==> src/rtl/mlp_sched_pkg.sv <==
// Shared types and constants for the four-layer CIM sequencing controller.
// Layer widths follow the 784-784-500-250-10 fully-connected pipeline.
package mlp_sched_pkg;

  localparam int NUM_LAYERS   = 4;
  localparam int OUT_CYCLES_1 = 784;
  localparam int OUT_CYCLES_2 = 500;
  localparam int OUT_CYCLES_3 = 250;
  localparam int OUT_CYCLES_4 = 10;

  typedef enum logic [2:0] {
    S_IDLE,
    S_START,
    S_LOAD_HI,
    S_LOAD,
    S_CIM,
    S_FUNC,
    S_WB
  } layer_state_t;

endpackage

==> src/rtl/layer_seq_fsm.sv <==
// Per-layer sequencer: start, load, crossbar MVM, activation and writeback.
// Handshake outputs are registered from the next state.
module layer_seq_fsm
  import mlp_sched_pkg::*;
#(
  parameter int CIM_CYCLES = 16,
  parameter int OUT_CYCLES = 784,
  parameter int CNT_W      = 16
) (
  input  logic clk_i,
  input  logic rst_ni,
  input  logic pend_i,
  input  logic layer_busy_i,
  input  logic next_busy_i,
  output logic idle_o,
  output logic wb_done_o,
  output logic start_o,
  output logic cim_busy_o,
  output logic func_start_o
);

  localparam logic [CNT_W-1:0] CIM_LOAD = CNT_W'(CIM_CYCLES - 1);
  localparam logic [CNT_W-1:0] OUT_LOAD = CNT_W'(OUT_CYCLES - 1);
  localparam logic [CNT_W-1:0] ONE      = CNT_W'(1);

  layer_state_t     state_q, state_d;
  logic [CNT_W-1:0] cnt_q, cnt_d;
  logic             start_q, start_d;
  logic             cim_q, cim_d;
  logic             fs_q, fs_d;

  always_ff @(posedge clk_i or negedge rst_ni) begin
    if (!rst_ni) begin
      state_q <= S_IDLE;
      cnt_q   <= '0;
      start_q <= 1'b0;
      cim_q   <= 1'b0;
      fs_q    <= 1'b0;
    end else begin
      state_q <= state_d;
      cnt_q   <= cnt_d;
      start_q <= start_d;
      cim_q   <= cim_d;
      fs_q    <= fs_d;
    end
  end

  always_comb begin
    state_d = state_q;
    cnt_d   = cnt_q;
    unique case (state_q)
      S_IDLE: begin
        if (pend_i) state_d = S_START;
      end
      S_START: state_d = S_LOAD_HI;
      S_LOAD_HI: begin
        if (layer_busy_i) state_d = S_LOAD;
      end
      S_LOAD: begin
        if (!layer_busy_i) begin
          state_d = S_CIM;
          cnt_d   = CIM_LOAD;
        end
      end
      S_CIM: begin
        if (cnt_q == '0) state_d = S_FUNC;
        else cnt_d = cnt_q - ONE;
      end
      // Writeback only into a free downstream buffer.
      S_FUNC: begin
        if (!next_busy_i) begin
          state_d = S_WB;
          cnt_d   = OUT_LOAD;
        end
      end
      S_WB: begin
        if (cnt_q == '0) state_d = S_IDLE;
        else cnt_d = cnt_q - ONE;
      end
      default: state_d = S_IDLE;
    endcase
  end

  always_comb begin
    start_d   = (state_d == S_START);
    cim_d     = (state_d == S_CIM);
    fs_d      = (state_q == S_FUNC) && (state_d == S_WB);
    wb_done_o = (state_q == S_WB) && (state_d == S_IDLE);
  end

  assign idle_o       = (state_q == S_IDLE);
  assign start_o      = start_q;
  assign cim_busy_o   = cim_q;
  assign func_start_o = fs_q;

endmodule

==> src/rtl/mlp_layer_scheduler.sv <==
// Frame-token scheduler for the four fc_layer instances; lets
// successive frames occupy different layers concurrently.
module mlp_layer_scheduler
  import mlp_sched_pkg::*;
#(
  parameter int cim_cycles   = 16,
  parameter int out_cycles_1 = OUT_CYCLES_1,
  parameter int out_cycles_2 = OUT_CYCLES_2,
  parameter int out_cycles_3 = OUT_CYCLES_3,
  parameter int out_cycles_4 = OUT_CYCLES_4,
  parameter int cnt_w        = 16
) (
  input  logic             clk,
  input  logic             rst,
  input  logic             i_in_valid,
  output logic             o_in_ready,
  input  logic             i_out_ready,
  output logic             o_out_valid,
  input  logic [3:0]       i_layer_busy,
  output logic [3:0]       o_start,
  output logic [3:0]       o_cim_busy,
  output logic [3:0]       o_func_start,
  output logic [3:0]       o_next_busy,
  output logic             o_idle,
  output logic [cnt_w-1:0] o_frames_done
);

  localparam int OUT_CYC [NUM_LAYERS] = '{
    out_cycles_1, out_cycles_2,
    out_cycles_3, out_cycles_4
  };

  logic [NUM_LAYERS-1:0] pend_q, pend_d;
  logic [NUM_LAYERS-1:0] idle;
  logic [NUM_LAYERS-1:0] wb_done;
  logic [cnt_w-1:0]      frames_q, frames_d;
  logic                  out_valid_q;

  for (genvar g = 0; g < NUM_LAYERS; g++) begin : g_layer
    layer_seq_fsm #(
      .CIM_CYCLES (cim_cycles),
      .OUT_CYCLES (OUT_CYC[g]),
      .CNT_W      (cnt_w)
    ) u_fsm (
      .clk_i        (clk),
      .rst_ni       (rst),
      .pend_i       (pend_q[g]),
      .layer_busy_i (i_layer_busy[g]),
      .next_busy_i  (o_next_busy[g]),
      .idle_o       (idle[g]),
      .wb_done_o    (wb_done[g]),
      .start_o      (o_start[g]),
      .cim_busy_o   (o_cim_busy[g]),
      .func_start_o (o_func_start[g])
    );
  end

  always_comb begin
    o_next_busy = '0;
    for (int l = 0; l < NUM_LAYERS - 1; l++) begin
      o_next_busy[l] = pend_q[l+1] || !idle[l+1];
    end
    o_next_busy[NUM_LAYERS-1] = !i_out_ready;
  end

  assign o_in_ready = !pend_q[0] && idle[0];
  assign o_idle     = (&idle) && !(|pend_q);

  // Token taken by an idle layer clears; a writeback set wins.
  always_comb begin
    pend_d = pend_q & ~idle;
    if (o_in_ready && i_in_valid) pend_d[0] = 1'b1;
    for (int l = 0; l < NUM_LAYERS - 1; l++) begin
      if (wb_done[l]) pend_d[l+1] = 1'b1;
    end
  end

  assign frames_d = frames_q
    + (wb_done[NUM_LAYERS-1] ? cnt_w'(1) : '0);

  always_ff @(posedge clk or negedge rst) begin
    if (!rst) begin
      pend_q      <= '0;
      frames_q    <= '0;
      out_valid_q <= 1'b0;
    end else begin
      pend_q      <= pend_d;
      frames_q    <= frames_d;
      out_valid_q <= wb_done[NUM_LAYERS-1];
    end
  end

  assign o_out_valid   = out_valid_q;
  assign o_frames_done = frames_q;

endmodule

==> config.mk <==
export PLATFORM = sky130hd
export DESIGN_NAME = mlp_layer_scheduler
export DESIGN_NICKNAME = d
export VERILOG_FILES = /design/src/rtl/mlp_sched_pkg.sv /design/src/rtl/layer_seq_fsm.sv /design/src/rtl/mlp_layer_scheduler.sv
export SDC_FILE = /design/constraint.sdc
export NUM_CORES = 1
export LEC_CHECK = 0
export BUFFER_PORTS_ARGS = -buffer_cell sky130_fd_sc_hd__clkbuf_2
export CAP_MARGIN = 10
export CELL_PAD_IN_SITES_DETAIL_PLACEMENT = 2
export CELL_PAD_IN_SITES_GLOBAL_PLACEMENT = 2
export CORE_ASPECT_RATIO = 1.1
export CORE_MARGIN = 3
export CORE_UTILIZATION = 34
export DETAILED_ROUTE_END_ITERATION = 8
export PLACE_DENSITY_LB_ADDON = 0.1
export RECOVER_POWER = 50
export SLEW_MARGIN = 20
export SYNTH_ARGS = -nofsm -noshare
export SYNTH_HDL_FRONTEND = slang
export SYNTH_SLANG_ARGS = --single-unit
==> constraint.sdc <==
create_clock -name clk -period 2.6 [get_ports clk]
set_clock_uncertainty 0.05 [all_clocks]
set_input_delay 0.52 -clock clk [delete_from_list [all_inputs] [get_ports clk]]
set_output_delay 0.52 -clock clk [all_outputs]
set_load 0.005 [all_outputs]
==> results of run 1 <==
-- kinds of logic (layout without fill, tap and decap cells) --
| logic type | after synthesis | after routing |
|---|---|---|
| xor+xnor | 24 | 24 |
| buf+inv | 65 | 133 |
| compound gates | 181 | 181 |
| flops | 109 | 109 |
| fa+ha+maj | 9 | 9 |
| mux | 2 | 2 |
| simple gates | 259 | 259 |
-- timing repair --
| item | CTS | global route |
|---|---|---|
| endpoints found under the setup margin | 6 | 4 |
| setup buffers | 2 | 0 |
| hold endpoints to repair | 14 | 0 |
| hold buffers | 1 | 0 |
| resized for setup | 12 | 5 |
| pin swaps | 3 | 2 |
-- final cells by class --
type | count | area [um^2] | area share [%]
Multi-Input combinational cell | 475 | 3003 | 42.70
Sequential cell | 109 | 2728 | 38.78
Timing Repair Buffer | 96 | 595.6 | 8.468
Tap cell | 234 | 292.8 | 4.163
Clock buffer | 11 | 252.7 | 3.594
Clock inverter | 5 | 82.58 | 1.174
Inverter | 21 | 78.83 | 1.121
-- Yosys cell counts (4+ instances only) --
library cell,count,area share (%)
xor2_1,10,1.5
a21oi_1,46,3.9
buf_4,17,2.1
inv_1,21,1.3
dfrtp_1,109,46
nand2b_1,13,1.4
nand3b_1,5,0.63
and3_1,4,0.42
o21ai_0,53,4.5
and2_1,5,0.53
nor3_1,19,1.6
buf_2,6,0.50
a31oi_1,12,1.3
xnor2_1,14,2.1
nor4_1,14,1.5
nand3_1,19,1.6
nor2_1,65,4.1
nand2_1,43,2.7
clkbuf_1,20,1.3
nor2b_1,4,0.42
or3_1,14,1.5
a22oi_1,6,0.76
nand4_1,14,1.5
or4_1,15,1.9
and4_1,4,0.59
o31ai_1,15,1.9
nor3b_1,6,0.76
a211oi_1,8,1.0
ha_1,9,1.9
-- where the power goes --
part           switching (uW)  internal [uW]  total [uW]
Clock                     673            901        1570
Combinational            1300            885        2180
Sequential                373           2020        2390
Total                    2340           3800        6150
-- state kept, by name, summed over array words and instances (netlist names) --
signal                      count
pend_q                          4
g_layer.u_fsm.start_o           4
g_layer.u_fsm.func_start_o      4
g_layer.u_fsm.state_q          12
o_frames_done                  16
g_layer.u_fsm.cnt_q            64
g_layer.u_fsm.cim_busy_o        4
o_out_valid                     1
-- worst max-delay path: stages, from the launching register on --
cell and delay, ps:
dfrtp_1 460, or4_4 520, buf_4 180, nor4b_2 250, clkbuf_2 150
-- metrics by stage --
step                util, %  instance area, um^2  total power [uW]  std cells
floorplan                 -                 5956              3731        649
global placement      38.76                 6620              4429        932
detailed placement    38.76                 6620              4566        932
CTS                   41.29                 7052              6234        951
global route          41.18                 7033              6623        951
finish                41.18                 7033              6148        951
-- path summary, 6_finish.rpt --
kind | start | endpoint | slack, ps | cells past startpoint
hold reg to reg | o_frames_done[15] | o_frames_done[15] | 420 | 1
hold / removal | i_in_valid | pend_q[0] | 340 | 3
setup / recovery | g_layer[1].u_fsm.state_q[1] | o_idle | 110 | 4
setup reg to reg | g_layer[3].u_fsm.cnt_q[0] | o_frames_done[10] | 120 | 12
min in group asynchronous | rst | g_layer[0].u_fsm.func_start_o | 790 | 2
max in group asynchronous | rst | pend_q[3] | 360 | 3
-- layer usage --
metal / vias up / track usage [%]
li1: 2505 / -
met1: 2721 / 23.63
met2: 65 / 33.85
met3: 15 / 3.389
met4: 0 / 5.196
met5: - / 0
==> impl_metrics.py, run 1 <==
metrics = {
    "outcome": {
        "status": "finished clean",
    },
    "worst_setup_path": {
        "arrival_ps": 1920,
        "worstPathRequired_ps": 2030,
        "critPathLaunchType": "register",
        "worstSetupEndpointType": "output pin",
        "critical_path.max_fanout": 7,
        "worstSetupPathType": "reg -> out",
    },
    "die": {
        "io_pins": 43,
        "initial_core_util_pct": 34.84,
        "fp-row-count": 50,
        "die_x_um": 132.1,
        "fp.dieH_um": 144.7,
        "dieArea_um2": 19120,
        "coreArea_um2": 17080,
    },
    "routing": {
        "dr.max_layer_used": "met4",
        "drt_pass1_iterations": 4,
        "wl_um": 17370,
        "drt-met1-wl_um": 7935,
        "wl_per_cell_um": 18.26,
        "drc": 0,
        "routed-wl-met2_um": 8719,
        "route.vias.total": 5306,
        "via_per_inst": 5.579,
        "wl_met3_um": 494,
        "drt-initial-drc-count": 267,
        "ant_nets": 0,
    },
    "pwr": {
        "pwr_density_cell_nw_per_um2": 874.1,
        "leakage_uw": 0.003066,
        "peakVddDrop_mv": 0.3764,
    },
    "cts": {
        "insertion_delay_ps": 360,
        "clk_pin_slew_ps": 70,
        "clock_path_buffers": 2,
        "cts_tree": "done",
        "cts-htree-levels": 3,
        "cts-buffers-inserted": 9,
        "cts_sinks": 109,
        "cts_root_buf": "clkbuf_16",
    },
    "synth": {
        "synth.distinct_cells": 63,
        "synthAdderAreaFrac_pct": 1.893,
        "synth_mux_area_share_pct": 0.3575,
        "ys.flop_type": "dfrtp_1",
        "avgSynthCellArea_um2": 9.167,
        "syn-num-nets": 666,
        "ys_seq_area_share_pct": 45.85,
        "ys_warn_count": 0,
        "async_reset_ff_share_pct": 100.0,
        "syn_area_um2": 5949,
        "yosys.area_share.simple_pct": 23.49,
        "synth-edff-count": 0,
        "syn_inst": 649,
        "synthXorXnorAreaFrac_pct": 3.533,
        "ys_ff_latch": 109,
        "synth_top_family_by_area": "simple AND/OR/NAND/NOR gates",
        "synth-compound-area-share_pct": 19.58,
    },
    "layout": {
        "layout_commonest_cell": "dfrtp_1",
        "antenna_cells": 0,
        "layout.cells.most_common_list": "109 x dfrtp_1, 63 x nor2_1, 53 x o21ai_0, 48 x buf_4, 46 x a21oi_1",
        "finalNetCount": 729,
        "layout-drive-gt1-share_pct": 18.13,
        "areaGrowthSynthToFinish_pct": 18.21,
        "fillers": 1893,
    },
    "sta": {
        "finalHoldViolCount": 0,
        "fmax_mhz": 401.3,
        "finalCritPeriodShare_pct": 95.84,
        "setup_tns_ps": 0,
        "fin_crit_ps": 2492,
        "slew_violations": 0,
        "setup_slack_ps": 108.1,
        "setup_viol": 0,
        "max_slew_margin_pct": 34.39,
        "holdWs_ps": 337.5,
        "grt_setup_unrepaired": "yes",
        "worstMarginPinSlew_ps": 984.2,
    },
    "global_routing": {
        "grt_use_total_pct": 18.89,
        "grt_pass1_vias": 5776,
        "grt_max_degree": 51,
        "gr-total-overflow": 0,
        "grt_pass1_wl_um": 29590,
        "antenna_found_initial": 0,
    },
    "placement": {
        "hpwl_um": 12510,
        "routabilityCongestion": 0.8276,
        "dp_slack_ps": -105.5,
        "place.port_buffers": 42,
    },
    "run": {
        "maxCapViolations": 0,
    },
    "worst_hold_path": {
        "hp-class": "in -> reg",
    },
}
Power figures use the tool's default switching activity.
==> inputs of run 2 (changes only) <==
--- a/config.mk
+++ b/config.mk
@@ -13,7 +13,7 @@
 export CORE_MARGIN = 3
 export CORE_UTILIZATION = 34
 export DETAILED_ROUTE_END_ITERATION = 8
-export PLACE_DENSITY_LB_ADDON = 0.1
+export PLACE_DENSITY = 0.81
 export RECOVER_POWER = 50
 export SLEW_MARGIN = 20
 export SYNTH_ARGS = -nofsm -noshare
==> run 2 against run 1 <==
The run now ends with capacitance limit, slew limit left. Via count down 1.0%. Combinational power increased by 3%. Die area did not move. Fmax increased by 0.80%. First-iteration DRC count fell by 22%. Clock-buffer cell count unchanged. Register-to-register slack better by 20 ps. Final cell count is 0.63% lower. Global-route usage is 0.58 points higher. Critical path type unchanged. Largest cell class unchanged. Largest power group unchanged. Highest routed layer is now met5.
==> impl_metrics.py, run 2 (synthesized netlist as in run 1, its figures left out) <==
metrics = {
    "sta": {
        "finalCritPeriodShare_pct": 95.08,
        "setup_viol": 0,
        "grt_setup_unrepaired": "no",
        "slew_violations": 36,
        "fmax_mhz": 404.5,
        "finalHoldViolCount": 0,
        "setup_slack_ps": 127.9,
        "fin_crit_ps": 2472,
        "worstMarginPinSlew_ps": 2034,
        "max_slew_margin_pct": -35.62,
    },
    "die": {
        "dieArea_um2": 19120,
        "fp.dieH_um": 144.7,
        "io_pins": 43,
        "fp-row-count": 50,
        "initial_core_util_pct": 34.84,
        "coreArea_um2": 17080,
        "die_x_um": 132.1,
    },
    "routing": {
        "drt-initial-drc-count": 207,
        "drc": 0,
        "route.vias.total": 5251,
        "ant_nets": 0,
        "dr.max_layer_used": "met5",
        "wl_per_cell_um": 18.74,
        "routed-wl-met2_um": 9376,
        "wl_um": 17710,
        "via_per_inst": 5.557,
        "wl_met3_um": 440,
        "drt_pass1_iterations": 4,
        "drt-met1-wl_um": 7645,
    },
    "pwr": {
        "total_power_uw": 6002,
        "pwr-share-seq_pct": 39.5,
        "pwr_density_cell_nw_per_um2": 864.3,
        "leakage_uw": 0.003019,
        "peakVddDrop_mv": 0.3704,
        "clkPwrFrac_pct": 23.0,
        "power_switching_uw": 2379,
        "p_sw_share_pct": 39.64,
        "p_comb_share_pct": 37.6,
        "intPower_uw": 3623,
    },
    "layout": {
        "instances_no_fill": 945,
        "layout.cells.most_common_list": "109 x dfrtp_1, 63 x nor2_1, 53 x o21ai_0, 46 x a21oi_1, 44 x buf_4",
        "layout-drive-gt1-share_pct": 17.02,
        "finish.utilization_pct": 40.66,
        "top_register": "g_layer.u_fsm.cnt_q",
        "largest_reg_flops": 64,
        "fin_area_um2": 6944,
        "areaGrowthSynthToFinish_pct": 16.72,
        "layout_commonest_cell": "dfrtp_1",
        "finalNetCount": 723,
        "fillers": 1876,
        "antenna_cells": 0,
    },
    "outcome": {
        "status": "finished with violations",
        "violations": "capacitance limit, slew limit",
    },
    "placement": {
        "place.port_buffers": 42,
        "hpwl_um": 12940,
        "routabilityCongestion": 0.8709,
        "dp.cells": 926,
        "place_area_um2": 6588,
        "dp_slack_ps": -167.8,
    },
    "worst_setup_path": {
        "worstSetupEndpointType": "output pin",
        "cp_slowest_stage_delay_ps": 580,
        "worst-path-buf-inv": 2,
        "worstPathRequired_ps": 2030,
        "critical_path.max_fanout": 6,
        "cp_slowest_cell": "or4_1",
        "critPathLaunchType": "register",
        "cpLargestDelayFamily": "simple AND/OR/NAND/NOR gates",
        "arrival_ps": 1900,
        "crit_chain": "or4_1 -> buf_4 -> nor4b_2 -> clkbuf_2",
        "worstSetupPathType": "reg -> out",
    },
    "cts": {
        "ctsHoldBuffers": 0,
        "clk_pin_slew_ps": 70,
        "insertion_delay_ps": 360,
        "cts_sinks": 109,
        "clock_path_buffers": 2,
        "cts_tree": "done",
        "cts-buffers-inserted": 9,
        "cts_root_buf": "clkbuf_16",
        "cts-htree-levels": 3,
    },
    "worst_hold_path": {
        "hp-class": "in -> reg",
    },
    "global_routing": {
        "gr-total-overflow": 0,
        "grt_max_degree": 53,
        "grt_pass1_wl_um": 30680,
        "grt_use_total_pct": 19.47,
        "grt_pass1_vias": 5946,
        "antenna_found_initial": 1,
    },
    "run": {
        "maxCapViolations": 1,
    },
}
[run 2: changes by cell type in the layout (fill, tap and decap cells not counted), moves of 2 or more]
cell,delta
bufinv_16,-2
or4_4,-2
buf_4,-4
clkbuf_2,-5
or4_1,+2
clkbuf_1,+4
[run 2: final timing paths]
path	cells past startpoint	slack, ps	startpoint	end
worst max-delay path	4	130	g_layer[1].u_fsm.state_q[2]	o_idle
min in group asynchronous	1	680	rst	g_layer[0].u_fsm.cnt_q[10]
worst max register to register	11	140	g_layer[3].u_fsm.cnt_q[0]	o_frames_done[10]
worst min-delay path	3	370	i_in_valid	pend_q[0]
max in group asynchronous	2	460	rst	g_layer[0].u_fsm.cnt_q[1]
worst min register to register	1	470	o_frames_done[13]	o_frames_done[13]
[run 2: power by group through the flow]
stage	Clock, uW	Sequential, uW	Combinational, uW
after CTS	1410	2370	2270
after detailed placement	0	2390	2220
after floorplan	0	2270	1460
after global placement	0	2330	2060
after global routing	1480	2430	2520
final	1380	2370	2250
[run 2: layout make-up]
class / instances / area [um^2] / area share (%)
multi-input cells: 475 / 2992 / 43.08
repair buffers: 90 / 565.5 / 8.144
inverters: 21 / 78.83 / 1.135
clock buffers: 11 / 252.7 / 3.640
well taps: 234 / 292.8 / 4.216
clock inverters: 5 / 35.03 / 0.5045
flip-flops and latches: 109 / 2728 / 39.28
[run 2: repair_timing]
action,in CTS,in global routing
resized for setup,9,6
endpoints found under the setup margin,8,6
setup buffers,2,1
pin swaps,3,2
cloned,0,0
endpoints found under the hold margin,0,0
[run 2: per-stage QoR]
stage	TNS, ps	hold WS (ps)
final	0	369.2
after global routing	0	390.0
after CTS	0	80.05
after detailed placement	-420.3	451.9
after global placement	0	427.3
after floorplan	0	174.4
[run 2: worst register-to-register path, cell delays in order (launching register included)]
cell,delay [ps]
dfrtp_1,380
inv_1,100
ha_1,180
nor4b_4,210
and4_1,260
and3_4,220
ha_4,150
nand3_2,140
nor2_2,210
nand3_1,140
nor2_1,170
xor2_1,170
[run 2: layer usage]
layer | vias up | GRT usage [%]
met4 | 2 | 5.915
met5 | - | 0
li1 | 2494 | -
met3 | 18 | 2.974
met2 | 56 | 36.68
met1 | 2681 | 23.02
==> inputs of run 3 (changes only) <==
--- a/config.mk
+++ b/config.mk
@@ -11,9 +11,9 @@
 export CELL_PAD_IN_SITES_GLOBAL_PLACEMENT = 2
 export CORE_ASPECT_RATIO = 1.1
 export CORE_MARGIN = 3
-export CORE_UTILIZATION = 34
+export CORE_UTILIZATION = 38
 export DETAILED_ROUTE_END_ITERATION = 8
-export PLACE_DENSITY = 0.81
+export PLACE_DENSITY = 0.86
 export RECOVER_POWER = 50
 export SLEW_MARGIN = 20
 export SYNTH_ARGS = -nofsm -noshare
==> constraint.sdc (replaced) <==
create_clock -name clk -period 2.3 [get_ports clk]
set_clock_uncertainty 0.05 [all_clocks]
set_input_delay 0.46 -clock clk [delete_from_list [all_inputs] [get_ports clk]]
set_output_delay 0.46 -clock clk [all_outputs]
set_load 0.005 [all_outputs]
==> run 3 against run 2 <==
The run ends with setup timing left. Setup slack worse by 330 ps. Final cell count is 0.74% higher. Utilization increased by 9.3 points. Wire length rose by 41%. Register-to-register slack lost 340 ps. Critical endpoint is now g_layer[1].u_fsm.cnt_q[11]. Largest power group is now combinational logic. Highest routed layer is now met4.
==> impl_metrics.py, run 3 (synthesized netlist as in run 1, its figures left out) <==
metrics = {
    "pwr": {
        "clkPwrFrac_pct": 21.9,
        "p_comb_share_pct": 43.8,
        "p_sw_share_pct": 41.58,
        "intPower_uw": 4541,
        "pwr-share-seq_pct": 34.3,
        "power_switching_uw": 3232,
        "peakVddDrop_mv": 0.5966,
        "leakage_uw": 0.003310,
        "pwr_density_cell_nw_per_um2": 1026,
    },
    "cts": {
        "insertion_delay_ps": 370,
        "cts_tree": "done",
        "cts_sinks": 109,
        "cts_root_buf": "clkbuf_16",
        "clock_path_buffers": 2,
        "clk_pin_slew_ps": 80,
        "cts-buffers-inserted": 9,
        "cts-htree-levels": 3,
    },
    "routing": {
        "ant_nets": 0,
        "drt-initial-drc-count": 386,
        "wl_per_cell_um": 26.30,
        "via_per_inst": 6.103,
        "wl_um": 25040,
        "drc": 0,
        "route.vias.total": 5810,
        "drt_pass1_iterations": 4,
    },
    "die": {
        "die_x_um": 125.3,
        "io_pins": 43,
        "dieArea_um2": 17190,
        "coreArea_um2": 15170,
        "fp.dieH_um": 137.2,
        "initial_core_util_pct": 39.21,
        "fp-row-count": 47,
    },
    "placement": {
        "routabilityCongestion": 0.8425,
        "dp.cells": 912,
        "place_area_um2": 6768,
        "hpwl_um": 14260,
        "place.port_buffers": 42,
    },
    "global_routing": {
        "gr-total-overflow": 0,
        "grt_max_degree": 61,
        "grt-busiest-layer": "met2",
        "globalRouteMet3Util_pct": 2.908,
        "grt_use_total_pct": 25.72,
        "antenna_found_initial": 0,
        "grt_pass1_vias": 6242,
        "grtUsageMet2_pct": 48.21,
        "grt_pass1_wl_um": 34910,
        "use_met1_pct": 30.28,
    },
    "layout": {
        "layout.cells.most_common_list": "108 x dfrtp_1, 78 x buf_4, 60 x nor2_1, 43 x a21oi_1",
        "areaGrowthSynthToFinish_pct": 27.32,
        "antenna_cells": 0,
        "instances_no_fill": 952,
        "largest_reg_flops": 64,
        "fin_area_um2": 7575,
        "finalNetCount": 769,
        "top_register": "g_layer.u_fsm.cnt_q",
        "fillers": 1601,
        "finish.utilization_pct": 49.93,
        "layout_commonest_cell": "dfrtp_1",
        "layout-drive-gt1-share_pct": 27.51,
    },
    "sta": {
        "fmax_mhz": 399.5,
        "max_slew_margin_pct": 38.85,
        "fin_crit_ps": 2503,
        "finalCritPeriodShare_pct": 108.8,
        "setup_viol": 36,
        "slew_violations": 0,
        "setup_slack_ps": -202.9,
        "finalHoldViolCount": 0,
        "grt_setup_unrepaired": "yes",
        "worstMarginPinSlew_ps": 917.2,
    },
    "run": {
        "maxCapViolations": 0,
    },
    "worst_setup_path": {
        "ff2ff_path_depth": 6,
        "critPathLaunchType": "register",
        "arrival_ps": 2690,
        "worstPathRequired_ps": 2480,
        "critical_path.max_fanout": 12,
        "worstSetupEndpointType": "register",
        "worstSetupPathType": "reg -> reg",
    },
    "outcome": {
        "violations": "setup timing",
        "status": "finished with violations",
    },
    "worst_hold_path": {
        "whs_path_depth": 3,
        "hp-class": "in -> reg",
    },
}
-- run 3: cell types whose count changed in the layout (fill, tap and decap cells not counted), sizes merged --
cell | previous run | this run
buf | 46 | 90
bufinv | 0 | 1
clkbuf | 55 | 56
clkinv | 4 | 3
clkinvlp | 1 | 0
dlygate4sd3 | 0 | 1
-- run 3: metal layers --
layer	wire, um	up-vias
met3	766	59
met1	9719	3043
met5	0	-
met2	13620	129
li1	-	2579
met4	938	0
-- run 3: final cells by class --
type,instances,area [um^2],area share (%)
well taps,196,245.2,3.238
inverters,21,78.83,1.041
clock buffers,11,242.7,3.204
multi-input cells,475,3284,43.36
clock inverters,4,48.80,0.6442
repair buffers,136,945.9,12.49
flip-flops and latches,109,2729,36.03
-- run 3: worst paths after layout --
path	slack, ps	endpoint	startpoint
setup / recovery	-200	g_layer[1].u_fsm.cnt_q[11]	g_layer[1].u_fsm.state_q[2]
hold / removal	270	pend_q[0]	i_in_valid
setup reg to reg	-200	g_layer[1].u_fsm.cnt_q[11]	g_layer[1].u_fsm.state_q[2]
hold reg to reg	460	o_frames_done[10]	o_frames_done[10]
max in group asynchronous	320	g_layer[3].u_fsm.state_q[1]	rst
min in group asynchronous	680	g_layer[0].u_fsm.cnt_q[10]	rst
-- run 3: stage by stage --
step           TNS [ps]  worst slack, ps  hold WS, ps  power [uW]
4_1_cts          -315.5           -140.3        270.8        7322
2_1_floorplan         0            16.42        114.4        4230
3_5_place_dp      -1248           -235.9        288.8        5506
5_1_grt           -7397           -311.3        284.8        8181
3_3_place_gp     -42.10           -42.10        284.1        5184
6_report          -2835           -202.9        267.6        7772
-- run 3: repair_timing --
| item | in CTS | in global routing |
|---|---|---|
| hold buffers | 1 | 0 |
| buffers inserted | 10 | 14 |
| endpoints found under the setup margin | 20 | 40 |
| pin swaps | 6 | 16 |
| resized for setup | 17 | 73 |
| hold endpoints to repair | 14 | 0 |
-- run 3: critical path, cell delays in order (launching register included) --
cell	delay, ps
dfrtp_1	380
clkbuf_1	260
or4bb_1	650
o311a_4	180
a21o_4	250
o41ai_1	460
a21oi_1	130
-- run 3: power by group through the flow --
stage	clock, uW	combinational, uW	sequential (uW)
floorplan	0	1660	2570
global placement	0	2580	2610
detailed placement	0	2850	2660
CTS	1660	3030	2640
global route	1790	3670	2720
finish	1700	3400	2670
